===== src/rtl/shift_seq.sv =====
// shift_seq: multi-cycle SLL/SRL/SRA sequencer for the EX stage.
// Walks the power-of-two shift stages (1,2,4,8,16) one per cycle over a
// 32-bit working register. Stops after the highest set shift-amount bit and
// holds the result until the consumer accepts it.
module shift_seq (
  input  logic        i_clk,
  input  logic        i_reset,
  input  logic        i_flush,
  input  logic        i_valid,
  output logic        o_ready,
  input  logic [1:0]  i_op,
  input  logic [31:0] i_rs1,
  input  logic [31:0] i_rs2,
  output logic        o_valid,
  input  logic        i_ready,
  output logic [31:0] o_result,
  output logic        o_busy
);

  typedef enum logic [1:0] {
    IDLE  = 2'd0,
    SHIFT = 2'd1,
    DONE  = 2'd2
  } state_t;

  state_t      state_q;
  state_t      state_d;
  logic [31:0] data_q;
  logic [4:0]  amt_q;
  logic [1:0]  op_q;
  logic [2:0]  stg_q;
  logic        live_q;
  logic [31:0] shifted;
  logic [4:0]  stage_amt;
  logic        last_stage;
  logic        accept;
  logic        unused_rs2;

  // Only the low five bits of the shift amount matter.
  assign unused_rs2 = ^i_rs2[31:5];

  // A request is taken only when the block is ready and no flush is pending.
  assign accept = i_valid && o_ready && !i_flush;

  // This stage is the last one when no higher shift-amount bits remain.
  assign last_stage = ((amt_q >> (stg_q + 3'd1)) == 5'd0);

  // Shift the working register by this stage's power-of-two width.
  always_comb begin
    stage_amt = 5'd1 << stg_q;
    case (op_q)
      2'b01:   shifted = data_q >> stage_amt;
      2'b11:   shifted = $signed(data_q) >>> stage_amt;
      default: shifted = data_q << stage_amt;
    endcase
  end

  // State register; reset forces IDLE.
  always_ff @(posedge i_clk) begin
    if (!i_reset) begin
      state_q <= IDLE;
    end else begin
      state_q <= state_d;
    end
  end

  // Keeps o_ready low until the first edge after reset is released.
  always_ff @(posedge i_clk) begin
    if (!i_reset) begin
      live_q <= 1'b0;
    end else begin
      live_q <= 1'b1;
    end
  end

  // Next-state selection; flush overrides every other transition.
  always_comb begin
    state_d = state_q;
    if (i_flush) begin
      state_d = IDLE;
    end else begin
      case (state_q)
        IDLE: begin
          if (accept) begin
            state_d = (i_rs2[4:0] == 5'd0) ? DONE : SHIFT;
          end
        end
        SHIFT: begin
          if (last_stage) begin
            state_d = DONE;
          end
        end
        DONE: begin
          if (i_ready) begin
            state_d = IDLE;
          end
        end
        default: state_d = IDLE;
      endcase
    end
  end

  // Handshake and status outputs decoded from registered state only.
  always_comb begin
    o_ready  = (state_q == IDLE) && live_q;
    o_valid  = (state_q == DONE);
    o_busy   = (state_q != IDLE);
    o_result = data_q;
  end

  // Operand capture on accept and one shift stage per cycle in SHIFT.
  always_ff @(posedge i_clk) begin
    if (!i_reset) begin
      data_q <= 32'd0;
      amt_q  <= 5'd0;
      op_q   <= 2'd0;
      stg_q  <= 3'd0;
    end else if (!i_flush) begin
      if (state_q == IDLE && accept) begin
        data_q <= i_rs1;
        amt_q  <= i_rs2[4:0];
        op_q   <= i_op;
        stg_q  <= 3'd0;
      end else if (state_q == SHIFT) begin
        if (amt_q[stg_q]) begin
          data_q <= shifted;
        end
        stg_q <= stg_q + 3'd1;
      end
    end
  end

endmodule

===== config.mk =====
export PLATFORM = sky130hd
export DESIGN_NAME = shift_seq
export DESIGN_NICKNAME = d
export VERILOG_FILES = /design/src/rtl/shift_seq.sv
export SDC_FILE = /design/constraint.sdc
export NUM_CORES = 1
export LEC_CHECK = 0
export CORE_ASPECT_RATIO = 1.1
export CORE_MARGIN = 5
export CORE_UTILIZATION = 50
export CTS_BUF_LIST = sky130_fd_sc_hd__clkbuf_16
export DETAILED_ROUTE_END_ITERATION = 8
export PLACE_DENSITY_LB_ADDON = 0.05
export SLEW_MARGIN = 10
export SYNTH_ARGS = -nofsm -noshare
export SYNTH_HDL_FRONTEND = slang
export SYNTH_SLANG_ARGS = --single-unit
export TNS_END_PERCENT = 10

===== constraint.sdc =====
create_clock -name i_clk -period 6.7 [get_ports i_clk]
set_input_delay 1.675 -clock i_clk [delete_from_list [all_inputs] [get_ports i_clk]]
set_output_delay 1.675 -clock i_clk [all_outputs]
set_load 0.01 [all_outputs]

==> flow_summary.json <==
{
  "critPathLaunchType": "input port",
  "required_ns": 6.93,
  "tns_ns": 0,
  "dp_hpwl_um": 24700,
  "clock_latency_ns": 0.30,
  "fin_crit_sh_pct": 67.6,
  "placedInstanceArea_um2": 7590,
  "ys_seq_elements": 45,
  "grt_pass1_wl_um": 52800,
  "synth_seq_area_share_pct": 13.0,
  "max_freq_ghz": 0.221,
  "nFillCells": 1410,
  "io_buffers": 78,
  "grt_max_degree": 59,
  "gr-usage-met2_pct": 60.4,
  "cts_resized": 0,
  "reg2reg_depth": 9,
  "clock-sinks": 45,
  "cp-end-kind": "register",
  "core_um2": 13700,
  "yosys_warnings": 0,
  "drt-pass1-iter-count": 7,
  "grt-ovfl-total": 0,
  "worst_slack_ns": 2.17,
  "leakagePower_nw": 2.68,
  "postCtsSetupRepairBufs": 0,
  "cts_buffers": 5,
  "crit_path_end": "o_result[27]$_SDFFE_PN0P_",
  "cts_max_path_buffers": 2,
  "slowest_delay_ns": 0.92,
  "die_h_um": 134,
  "multi_input_comb_area_um2": 5440,
  "wire_per_inst_um": 32.0,
  "finalHoldViolCount": 0,
  "dp_slack_ns": 2.06,
  "design_area_um2": 7740,
  "path_max_fanout": 21,
  "hold_path.class": "reg2reg",
  "synth-edff-count": 0,
  "htree_levels": 2,
  "rsz0062_at_grt": "no",
  "synthToLayoutAreaGrowth_pct": 11.6,
  "seq_area_um2": 901,
  "drt_iter0_markers": 2096,
  "worstMarginPinSlew_ns": 1.17,
  "drc": 0,
  "vias": 8839,
  "fin_worst_skew_ns": 0.00533,
  "ant_nets": 0,
  "slew_violations": 0,
  "status": "finished clean",
  "async_reset_ff_share_pct": 0,
  "syn-num-nets": 1004,
  "drive_gt1_share_pct": 13.0,
  "start_util_pct": 50.5,
  "p_total_mw": 0.817,
  "post-route-util_pct": 56.4,
  "post-route-min-period_ns": 4.53,
  "worstPathArrival_ns": 4.75,
  "met3_usage_pct": 12.6,
  "slowest_stage": "nand2_1",
  "cts_hold_buf": 0,
  "ys.flop_type": "dfxtp_1",
  "path_cells": "clkdlybuf4s50_1, nor3_1, nand2_1, nand2_1, o221ai_1, a31oi_1",
  "grt_usage_pct": 42.4,
  "io_pins": 106,
  "ctsRootBufferMaster": "clkbuf_16",
  "use_met1_pct": 56.0,
  "die_w_um": 122,
  "synthCells": 928,
  "r2r_slack_ns": 2.31,
  "antenna_cells": 0,
  "critPathLaunch": "i_flush",
  "peakVddDrop_uv": 86.5,
  "gp_congestion": 1.06,
  "avgSynthCellArea_um2": 7.48,
  "via_per_inst": 7.97,
  "grt_pass1_vias": 8253,
  "setup_viol": 0,
  "drv_cap": 0,
  "clk_pin_slew_ns": 0.08,
  "criticalPathCategory": "in2reg",
  "grt-busiest-layer": "met2",
  "cts_tree": "done",
  "antenna_found_initial": 0,
  "r2r-end": "o_result[27]$_SDFFE_PN0P_",
  "final_nets": 996,
  "dieArea_um2": 16300,
  "slew_headroom_pct": 19.9,
  "yosys.cell_types.count": 89,
  "rr_startpoint": "stg_q[2]$_SDFFE_PN0P_",
  "rows": 45,
  "drt_wl_total_um": 35500,
  "cp_common_cell": "nand2_1",
  "cellPowerDensity_nw_per_um2": 106,
  "syn_area_um2": 6940
}
routing by layer:
metal,vias up,part of all wire [%]
li1,3609,-
met1,4079,36
met2,923,41
met3,228,16
met4,0,7.8
met5,-,0
state kept, by name, indices dropped and copies added, names as in the netlist:
signal,flops
op_q,2
o_result,32
amt_q,5
live_q,1
stg_q,3
state_q,2
cells in the mapped netlist (4+ instances only):
library cell  number  area (um2)
a2111oi_0          4        35.0
a211o_1            9        78.8
a211oi_1          27         203
a21boi_0          10        75.1
a21oi_1           65         325
a221o_1            4        40.0
a221oi_1           6        52.6
a22o_1            13         114
a22oi_1           10        75.1
a2bb2oi_1          6        52.6
a31oi_1           20         125
a32oi_1            4        35.0
and2_1             8        50.1
and3_1             5        31.3
and3b_1            7        61.3
buf_1              6        22.5
buf_2             34         170
buf_4             12        90.1
buf_6              4        45.0
clkbuf_1          61         229
dfxtp_1           45         901
ha_1               5        62.6
inv_1             13        48.8
mux2_2            41         462
mux2i_1           34         340
mux4_2            21         473
nand2_1           91         342
nand2b_1           7        43.8
nand3_1           21         105
nand4_1            6        37.5
nor2_1            59         221
nor2b_1           11        68.8
nor3_1            21         105
nor4_1             6        37.5
o2111ai_1          4        35.0
o211ai_1          16         120
o21ai_0           46         230
o21ai_1            4        20.0
o221ai_1          30         263
o22a_1             5        43.8
o22ai_1           34         213
o31ai_1            5        37.5
or3_1              9        56.3
through the flow:
| step | std cells | hold WS, ns |
|---|---|---|
| 2_1_floorplan | 928 | 0.449 |
| 3_3_place_gp | 1101 | 0.467 |
| 3_5_place_dp | 1101 | 0.487 |
| 4_1_cts | 1109 | 0.498 |
| 5_1_grt | 1109 | 0.539 |
| 6_report | 1109 | 0.500 |
power breakdown:
part	leakage [nW]	internal [mW]	switching [mW]
Sequential	0.366	0.277	0.0366
Combinational	2.24	0.102	0.126
Clock	0.0708	0.142	0.134
worst min-delay path by stage:
stage | from | to | depth (start not counted)
6_report | amt_q[0]$_SDFFE_PN0P_ | amt_q[0]$_SDFFE_PN0P_ | 2
4_1_cts | amt_q[0]$_SDFFE_PN0P_ | amt_q[0]$_SDFFE_PN0P_ | 2
3_5_place_dp | amt_q[0]$_SDFFE_PN0P_ | amt_q[0]$_SDFFE_PN0P_ | 2
3_3_place_gp | amt_q[0]$_SDFFE_PN0P_ | amt_q[0]$_SDFFE_PN0P_ | 2
5_1_grt | amt_q[0]$_SDFFE_PN0P_ | amt_q[0]$_SDFFE_PN0P_ | 2
2_1_floorplan | amt_q[0]$_SDFFE_PN0P_ | amt_q[0]$_SDFFE_PN0P_ | 2
critical path: cells and delay by family:
family | cells | cell delay, ns
and+or+nand+nor | 3 | 2.08
buffers and inverters | 1 | 0.51
AOI/OAI and AO/OA | 2 | 0.47
area by class of cell:
class / instances / area share (%)
multi-input combinational: 750 / 70.2
timing repair buffer: 102 / 12.4
sequential: 45 / 11.6
tap: 188 / 3.04
clock buffer: 5 / 1.62
inverter: 16 / 0.775
clock inverter: 3 / 0.323
logic make-up after synthesis:
kind of cell	after synthesis	share of synthesized area, %
adders and majority gates	5	0.901
buffers and inverters	133	8.89
muxes	96	18.4
AOI/OAI and AO/OA	367	37.7
and+or+nand+nor	282	21.2
DFF	45	13.0
layout by cell type (no fill, tap or decap), drive strengths merged, types with 6 or more instances in the layout:
master | Yosys | layout
or3 | 9 | 9
and3b | 7 | 7
nand2b | 7 | 7
nor4 | 6 | 6
a21boi | 10 | 10
and2 | 8 | 8
dfxtp | 45 | 45
nand2 | 91 | 91
nor2 | 60 | 60
buf | 56 | 24
nand3 | 21 | 21
a211oi | 27 | 27
mux2 | 41 | 41
clkdlybuf4s50 | 0 | 78
o211ai | 16 | 16
nor3 | 23 | 23
o221ai | 30 | 30
a2111oi | 6 | 6
o21ai | 50 | 50
a211o | 9 | 9
a22oi | 10 | 10
a21oi | 65 | 65
nand4 | 6 | 6
inv | 14 | 16
a22o | 13 | 13
mux2i | 34 | 34
nor2b | 11 | 11
o22ai | 36 | 36
a31oi | 20 | 20
mux4 | 21 | 21
a221oi | 7 | 7
a2bb2oi | 6 | 6
(Power assumes the default switching activity.)
